File: config.mk
export PLATFORM = sky130hd
export DESIGN_NAME = comparator_bist_sefunmi_flat
export DESIGN_NICKNAME = d
export VERILOG_FILES = /design/src/rtl/comparator_bist_sefunmi_pkg.sv /design/src/rtl/comparator_bist_sefunmi_if.sv /design/src/rtl/comparator_golden_sefunmi.sv /design/src/rtl/comparator_bist_sefunmi.sv /design/src/flat_wrapper.sv
export SDC_FILE = /design/constraint.sdc
export NUM_CORES = 1
export LEC_CHECK = 0
export ABC_AREA = 1
export CORE_MARGIN = 8
export CORE_UTILIZATION = 40
export DETAILED_ROUTE_END_ITERATION = 6
export MAX_ROUTING_LAYER = met4
export PLACE_DENSITY = 0.66
export SLEW_MARGIN = 20
export SYNTH_ARGS = -nofsm -noshare
export SYNTH_HDL_FRONTEND = slang
export SYNTH_SLANG_ARGS = --single-unit
File: constraint.sdc
create_clock -name clk -period 3.41 [get_ports clk]
set_input_delay 0.341 -clock clk [delete_from_list [all_inputs] [get_ports clk]]
set_output_delay 0.341 -clock clk [all_outputs]
set_load 0.02 [all_outputs]
File: src/rtl/comparator_bist_sefunmi_pkg.sv
// comparator_pkg_sefunmi: shared constants and FSM encoding for the comparator BIST.
package comparator_pkg_sefunmi;

    localparam int DEF_WIDTH = 3;

    localparam int FLAG_GT = 5;
    localparam int FLAG_GE = 4;
    localparam int FLAG_LT = 3;
    localparam int FLAG_LE = 2;
    localparam int FLAG_EQ = 1;
    localparam int FLAG_NE = 0;

    typedef enum logic [2:0] {IDLE, DRIVE, WAIT, CHECK, DONE} stateT;

endpackage

File: src/rtl/comparator_bist_sefunmi_if.sv
// comparator_bist_sefunmi_if: operand/flag bus between the BIST (master) and the comparator (slave).
interface comparator_bist_sefunmi_if
    import comparator_pkg_sefunmi::*;
#(
    parameter int WIDTH = DEF_WIDTH
);
    logic [WIDTH-1:0] valA;
    logic [WIDTH-1:0] valB;
    logic [5:0]       flags;

    modport master (output valA, output valB, input flags);
    modport slave  (input valA, input valB, output flags);
endinterface

File: src/rtl/comparator_golden_sefunmi.sv
// comparator_golden_sefunmi: combinational unsigned reference comparator.
module comparator_golden_sefunmi
    import comparator_pkg_sefunmi::*;
#(
    parameter int WIDTH = DEF_WIDTH
) (
    input  logic [WIDTH-1:0] a,
    input  logic [WIDTH-1:0] b,
    output logic [5:0]       flags
);
    always_comb begin
        flags          = '0;
        flags[FLAG_GT] = a > b;
        flags[FLAG_GE] = a >= b;
        flags[FLAG_LT] = a < b;
        flags[FLAG_LE] = a <= b;
        flags[FLAG_EQ] = a == b;
        flags[FLAG_NE] = a != b;
    end
endmodule

File: src/rtl/comparator_bist_sefunmi.sv
// comparator_bist_sefunmi: sweeps every operand pair through the comparator and
// checks the returned flags against the golden model.
module comparator_bist_sefunmi
    import comparator_pkg_sefunmi::*;
#(
    parameter int WIDTH  = DEF_WIDTH,
    parameter int SETTLE = 1
) (
    input  logic                   clk,
    input  logic                   rst_n,
    input  logic                   start,
    comparator_bist_sefunmi_if.master bus,
    output logic                   busy,
    output logic                   done,
    output logic                   pass,
    output logic [2*WIDTH:0]       err_count,
    output logic [WIDTH-1:0]       fail_a,
    output logic [WIDTH-1:0]       fail_b
);
    localparam logic [3:0] settleLast = 4'(SETTLE == 0 ? 0 : SETTLE - 1);

    stateT            stateQ, stateD;
    logic [3:0]       settleCnt;
    logic             failSeen;
    logic [5:0]       expFlags;
    logic             launch, lastVec, mismatch;
    logic [2*WIDTH:0] errNext;

    comparator_golden_sefunmi #(.WIDTH(WIDTH)) golden (
        .a     (bus.valA),
        .b     (bus.valB),
        .flags (expFlags)
    );

    assign launch   = (stateQ == IDLE || stateQ == DONE) && start;
    assign lastVec  = &{bus.valA, bus.valB};
    assign mismatch = stateQ == CHECK && bus.flags != expFlags;
    assign errNext  = err_count + (2*WIDTH+1)'(mismatch);

    always_comb begin
        stateD = stateQ;
        unique case (stateQ)
            IDLE, DONE: stateD = start ? DRIVE : stateQ;
            DRIVE:      stateD = SETTLE == 0 ? CHECK : WAIT;
            WAIT:       stateD = settleCnt == settleLast ? CHECK : WAIT;
            CHECK:      stateD = lastVec ? DONE : DRIVE;
            default:    stateD = IDLE;
        endcase
    end

    always_ff @(posedge clk or negedge rst_n) begin
        if (!rst_n) begin
            stateQ    <= IDLE;
            bus.valA  <= '0;
            bus.valB  <= '0;
            busy      <= 1'b0;
            done      <= 1'b0;
            pass      <= 1'b0;
            err_count <= '0;
            fail_a    <= '0;
            fail_b    <= '0;
            failSeen  <= 1'b0;
            settleCnt <= '0;
        end else begin
            stateQ    <= stateD;
            busy      <= stateD inside {DRIVE, WAIT, CHECK};
            done      <= stateD == DONE;
            pass      <= stateD == DONE && errNext == '0;
            settleCnt <= stateQ == WAIT ? settleCnt + 4'd1 : 4'd0;
            if (launch) begin
                bus.valA  <= '0;
                bus.valB  <= '0;
                err_count <= '0;
                fail_a    <= '0;
                fail_b    <= '0;
                failSeen  <= 1'b0;
            end else if (stateQ == CHECK) begin
                err_count <= errNext;
                if (mismatch && !failSeen) begin
                    fail_a   <= bus.valA;
                    fail_b   <= bus.valB;
                    failSeen <= 1'b1;
                end
                // valB is the inner loop, so a single increment of the pair walks the sweep
                if (!lastVec)
                    {bus.valA, bus.valB} <= {bus.valA, bus.valB} + (2*WIDTH)'(1);
            end
        end
    end
endmodule

File: src/flat_wrapper.sv
// flat-port wrapper written by rule: the top's interface ports become plain ports
module comparator_bist_sefunmi_flat import comparator_pkg_sefunmi::*;
#(
    parameter int WIDTH  = DEF_WIDTH,
    parameter int SETTLE = 1
)
  (clk, rst_n, start, busy, done, pass, err_count, fail_a, fail_b, bus_valA, bus_valB, bus_flags);
  comparator_bist_sefunmi_if #(.WIDTH(WIDTH)) bus_i ();
  input  logic clk;
  input  logic rst_n;
  input  logic start;
  output logic busy;
  output logic done;
  output logic pass;
  output logic [2*WIDTH:0] err_count;
  output logic [WIDTH-1:0] fail_a;
  output logic [WIDTH-1:0] fail_b;
  output wire logic [$bits(bus_i.valA)-1:0] bus_valA;
  output wire logic [$bits(bus_i.valB)-1:0] bus_valB;
  input wire logic [$bits(bus_i.flags)-1:0] bus_flags;
  assign bus_valA = bus_i.valA;
  assign bus_valB = bus_i.valB;
  assign bus_i.flags = bus_flags;
  comparator_bist_sefunmi #(.WIDTH(WIDTH), .SETTLE(SETTLE)) u_core (.clk(clk), .rst_n(rst_n), .start(start), .bus(bus_i), .busy(busy), .done(done), .pass(pass), .err_count(err_count), .fail_a(fail_a), .fail_b(fail_b));
endmodule
# Word-level counts from Yosys, hierarchy flattened
# Cells that the tools add are included.
op_classes:
  n_addsub: 3
  n_lt_le_gt_ge: 4
  n_eq_ne: 12
  muxes: 22
  n_reduce_logical: 16
ops:
  columns: ["cell", "n"]
  rows:
  - ["2-to-1 mux 3 bit", 14]
  - ["2-to-1 mux 7 bit", 2]
  - ["== test 3 x 2 -> 1 bit, second input constant", 4]
  - ["case mux 3 bit (4 select lines)", 1]
  - ["adder 7 x 1 -> 7 bit", 1]
  - ["zero test 7 bit", 1]
  - ["adder 6 x 1 -> 6 bit, second input constant", 1]
  - ["== test 3 x 1 -> 1 bit, second input constant", 2]
  - ["== test 3 bit, second input constant", 2]
  - ["inequality test 6 bit", 1]
  - ["AND reduction 6 bit", 1]
  - ["adder 4 x 1 -> 4 bit, second input constant", 1]
  - ["logical AND 1 bit", 4]
  - ["zero test 4 bit", 1]
  - ["2-to-1 mux 1 bit", 4]
  - ["2-to-1 mux 4 bit", 1]
  - ["AND reduction 2 bit", 2]
  - ["nonzero test 2 bit", 2]
  - ["== test 3 bit", 1]
  - ["greater-or-equal comparator 3 bit", 1]
  - ["greater-than comparator 3 bit", 1]
  - ["<= comparator 3 bit", 1]
  - ["zero test 3 bit", 1]
  - ["< comparator 3 bit", 1]
  - ["other kinds (6)", 6]
word_totals:
  reg_bits: 30
  inputBits: 9
  output_inout_bits: 22

# Longest topological paths before layout
logic_depth:
  word_depth: 7
  depth_mapped: 17

# By module
# From an unflattened synthesis, not the netlist that was laid out.
unflattened:
  hier_cells: 208
  area_unflattened_um2: 1719.1
by_module_without_submodules:
  columns: ["module", "n_inst", "cells_per_inst", "area_each_um2", "seq_area_each_um2"]
  rows:
  - ["comparator_bist_sefunmi", 1, 191, 1606.5, 750.7]
  - ["comparator_golden_sefunmi", 1, 17, 112.6, 0.0]

# Worst setup path before layout
# Ideal clock, no wire load.
synth_timing:
  path_kind: "register -> register"
  startpoint: "register u_core.bus.valB[2]"
  endpoint: "register u_core.pass"
  setup_time_ns: 0.077
  arrival_time_ns: 2.661
  required_ns: 3.333
  setup_slack_ns: 0.671
  stages_incl_launch_ff: 17
  n_path_buf: 0
  synth_period_minus_slack_ns: 2.739
  path_cell_list: "dfrtp_1 > inv_1 > ha_1 > a21oi_2 > nand2_2 > nand2_1 > nand2_1 > nand2_1 > nand2_2 > a21oi_4 > ha_1 > ha_1 > nand3_1 > nor3_1 > xor2_1 > nand4_1 > a21oi_1"
synth_via:
  elab_chain_len: 6
  elab_cells_between_ends: 15
  classes_between: "add/sub (1); order compare (4); eq/ne (4); mux (2); reduce/logical (4)"
synth_lines:
  columns: ["element", "line_no", "source"]
  rows:
  - ["from (decl)", "comparator_bist_sefunmi_if.sv:11", "modport master (output valA, output valB, input flags);"]
  - ["from (signal assigned)", "comparator_bist_sefunmi.sv:86", "{bus.valA, bus.valB} <= {bus.valA, bus.valB} + (2*WIDTH)'(1);"]
  - ["<= comparator 3 bit (tied with other cells)", "comparator_golden_sefunmi.sv:16", "flags[FLAG_LE] = a <= b;"]
  - ["inequality test 6 bit", "comparator_bist_sefunmi.sv:37", "assign mismatch = stateQ == CHECK && bus.flags != expFlags;"]
  - ["logical AND 1 bit", "comparator_bist_sefunmi.sv:37", null]
  - ["adder 7 x 1 -> 7 bit", "comparator_bist_sefunmi.sv:38", "assign errNext = err_count + (2*WIDTH+1)'(mismatch);"]
  - ["zero test 7 bit", "comparator_bist_sefunmi.sv:68", "pass <= stateD == DONE && errNext == '0;"]
  - ["logical AND 1 bit *", "comparator_bist_sefunmi.sv:68", null]
  - ["to (signal assigned)", "comparator_bist_sefunmi.sv:58", "pass <= 1'b0;"]
  - ["to (signal assigned)", "comparator_bist_sefunmi.sv:68", null]
  - ["to (decl)", "comparator_bist_sefunmi.sv:15", "output logic pass,"]
# Every way passes the cells marked *; elsewhere a longest branch is shown, timed or not.
# A chain may end at the register's enable or synchronous reset.

# Worst setup path after layout
# Same ends and word-level chain as after synthesis.

==> results by group <==
Run status
  – Outcome: completed

Floorplan
  – Initial Utilization: 0.409
  – Core area: 3910 sq um
  – I/O pin cnt: 31
  – Die area: roughly 6300 sq um
  – Die X: 79.3 microns
  – Die height: 79.3 microns
  – Rows: 23

Global route
  – Global-route wire length before repair: 5.61 mm
  – Total gr overflow: 0
  – Initial antenna violation count: 0
  – Vias in the first global route: approximately 1.3k
  – GRT Total Usage: 0.117
  – Largest net degree at the start of global routing: 31

Timing
  – Final WS setup: 0.546 ns
  – Final hold vios: 0
  – Fin crit share: 0.840
  – FMAX: 349 MHz
  – Rel. slew slack: 0.697
  – Final setup fails: 0
  – Worst Skew: roughly 0.0058 ns
  – Actual slew at the worst max-slew pin: 0.454 ns
  – RSZ-0062 raised after global routing: false
  – Max-slew violation count: 0
  – Crit path time final: 2.86 ns
  – Setup TNS: 0 ns

Clock tree
  – Post-CTS Resized: 0
  – Total CTS buffers: 5
  – Clock transition at path regs: 0.06 ns
  – Root Driver: clkbuf_8
  – Clk sink count: 30
  – CTS Hold Buffers Added: 0
  – Clock Latency Late Sink: 0.29 ns
  – Maximum clock insertion buffer count: 2
  – Post-CTS Setup Bufs: 0
  – CTS tree: yes
  – H-Tree Depth: 2

Route
  – Initial DRC Count: 99
  – Vias per cell: 4.70
  – Total number of vias: approximately 1.3k
  – DRT Pass-1 Iters: 4
  – Final WL: 3.28 mm
  – Final ANT Viol Nets: 0
  – Routed len/inst: 11.7 microns
  – DRC: 0

Synth
  – Mapped cell area: 1600 sq um
  – Number of distinct library cells after synthesis: 24
  – Yosys top cell area share: 0.469
  – Mean post-synth cell area: 8.34 sq um
  – Syn Nets: 209
  – Yosys top cell by area: dfrtp_1
  – Warnings from Yosys: 0
  – #FFs+latches synth: 30
  – Top cells by area, synth: dfrtp_1 (47%), nand2_1 (9.1%), nand3_1 (8.4%)
  – Seq/Total Area, Yosys: 0.469
  – Syn Inst Count: 192

Placed design
  – PortBufs: 30
  – Cell count after placement: roughly 270
  – Setup WS pre-CTS: about 0.57 ns
  – Half-perimeter wire length after placement: 2.56 mm
  – Final Wtd Congestion: 0.864

Layout
  – N_diodes: 0
  – FILL cells: 380
  – Layout area overhead: 28.5%
  – Final core occ: 0.526
  – Share of cells above drive strength 1: 0.0870
  – Post-Layout Cell Count: 280
  – Nets@finish: 246

Pwr
  – Clock share of power: 0.176
  – Max VDD drop: 382 uV
  – Switch Pwr: 0.725 mW
  – Total Power: 1.67 mW
  – Power per cell area: 812 nW/um^2
  – Int Pwr: approximately 0.95 mW
  – Seq pwr share: 0.324
  – Logic pwr share: 0.500
  – Leakage: between 1 and 1.5 nW
  – Sw Share: 0.434

Job
  – Max Cap Viol: 0

Worst setup path
  – WP data required: 3.62 ns
  – Critical R2R Launch: u_core.bus.valB[2]$_DFFE_PN0P_
  – FF-to-FF path depth: 16
  – Crit end category: flip-flop
  – Crit path kind: reg2reg
  – CP Launch Type: flip-flop
  – Crit Path Max Fanout: 7
  – Flop-to-flop setup slack: 0.55 ns
  – CP arrival: 3.08 ns
  – Crit Reg-Reg Endpoint: u_core.pass$_DFF_PN0_

Worst hold path
  – Hold Path Class: in2async
cells in the mapped netlist:
library cell and instances:
nor3_1 4, nand2_1 39, a21oi_4 1, nand4_1 2
inv_2 1, o21ai_0 7, nor2_4 2, nand3_2 1
nand2_2 4, xnor2_1 1, nor4_1 1, o22ai_1 3
or2_2 1, ha_1 8, nor2_1 14, a21oi_2 1
or2_1 1, nand3_1 27, inv_1 31, dfrtp_1 30
xor2_1 6, nand3_4 1, a21oi_1 5, buf_2 1
stage by stage:
stage	hold WS, ns	instance area (sq um)
6_report	0.442	2060
3_5_place_dp	0.493	1970
4_1_cts	0.458	2060
5_1_grt	0.487	2060
2_1_floorplan	0.0454	1600
3_3_place_gp	0.477	1970
cells by family after synthesis:
group	synth area share
simple gates	0.288
compound gates	0.0648
flops	0.469
fa+ha+maj	0.0625
xor+xnor	0.0383
buf+inv	0.0781
worst max path at each step:
| stage | from | endpoint | slack (ns) | cells past startpoint |
|---|---|---|---|---|
| floorplan | u_core.bus.valB[2]$_DFFE_PN0P_ | u_core.pass$_DFF_PN0_ | 0.67 | 16 |
| CTS | u_core.bus.valB[2]$_DFFE_PN0P_ | u_core.pass$_DFF_PN0_ | 0.55 | 16 |
| finish | u_core.bus.valB[2]$_DFFE_PN0P_ | u_core.pass$_DFF_PN0_ | 0.55 | 16 |
| global route | u_core.bus.valB[2]$_DFFE_PN0P_ | u_core.pass$_DFF_PN0_ | 0.23 | 16 |
| detailed placement | u_core.bus.valB[2]$_DFFE_PN0P_ | u_core.pass$_DFF_PN0_ | 0.57 | 16 |
| global placement | u_core.bus.valB[2]$_DFFE_PN0P_ | u_core.pass$_DFF_PN0_ | 0.68 | 16 |
layout by cell type, fill, tap and decap left out, types with 2 or more instances in the layout:
cell             instances
nand2_1                 39
inv_1                   31
clkdlybuf4s50_1         30
dfrtp_1                 30
nand3_1                 27
nor2_1                  14
ha_1                     8
o21ai_0                  7
xor2_1                   6
clkbuf_8                 6
a21oi_1                  5
nand2_2                  4
nor3_1                   4
o22ai_1                  3
nor2_4                   2
nand4_1                  2
metal layers:
| metal | GRT usage | share of wire | up-vias | wire length [microns] |
|---|---|---|---|---|
| li1 | - | - | 693 | - |
| met1 | 0.135 | 0.47 | 592 | 1550 |
| met2 | 0.173 | 0.43 | 24 | 1420 |
| met3 | 0.0497 | 0.077 | 7 | 252 |
| met4 | 0.0500 | 0.016 | 0 | 54 |
| met5 | - | 0 | - | 0 |
power by group through the flow:
stage	logic (mW)	clock network [mW]	registers, mW
finish	0.836	0.294	0.542
global route	0.936	0.315	0.559
CTS	0.847	0.298	0.545
detailed placement	0.842	0	0.551
global placement	0.837	0	0.548
floorplan	0.489	0	0.622
final cells by class:
class / instances / area [sq um] / area share
multi-input cells: 129 / 726 / 0.353
inverters: 32 / 120 / 0.0584
clock buffers: 7 / 86.3 / 0.0419
repair buffers: 31 / 308 / 0.150
flip-flops and latches: 30 / 751 / 0.365
well taps: 50 / 62.6 / 0.0304
clock inverters: 1 / 5.00 / 0.00243
state kept, by name, summed over array words and instances, names as in the netlist:
register          count
u_core.fail_b         3
u_core.fail_a         3
u_core.failSeen       1
u_core.err_count      7
u_core.done           1
u_core.busy           1
u_core.settleCnt      4
u_core.pass           1
u_core.stateQ         3
u_core.bus.valA       3
u_core.bus.valB       3
worst max-delay path, stage by stage, from the launching register on:
cell and delay (ns):
dfrtp_1 0.41, inv_1 0.09, ha_1 0.36, a21oi_2 0.18, nand2_2 0.09, nand2_1 0.08
nand2_1 0.05, nand2_1 0.06, nand2_2 0.07, a21oi_4 0.22, ha_1 0.21, ha_1 0.18
nand3_1 0.12, nor3_1 0.19, xor2_1 0.21, nand4_1 0.13, a21oi_1 0.14
No activity file was read; power rests on OpenSTA's default activity.
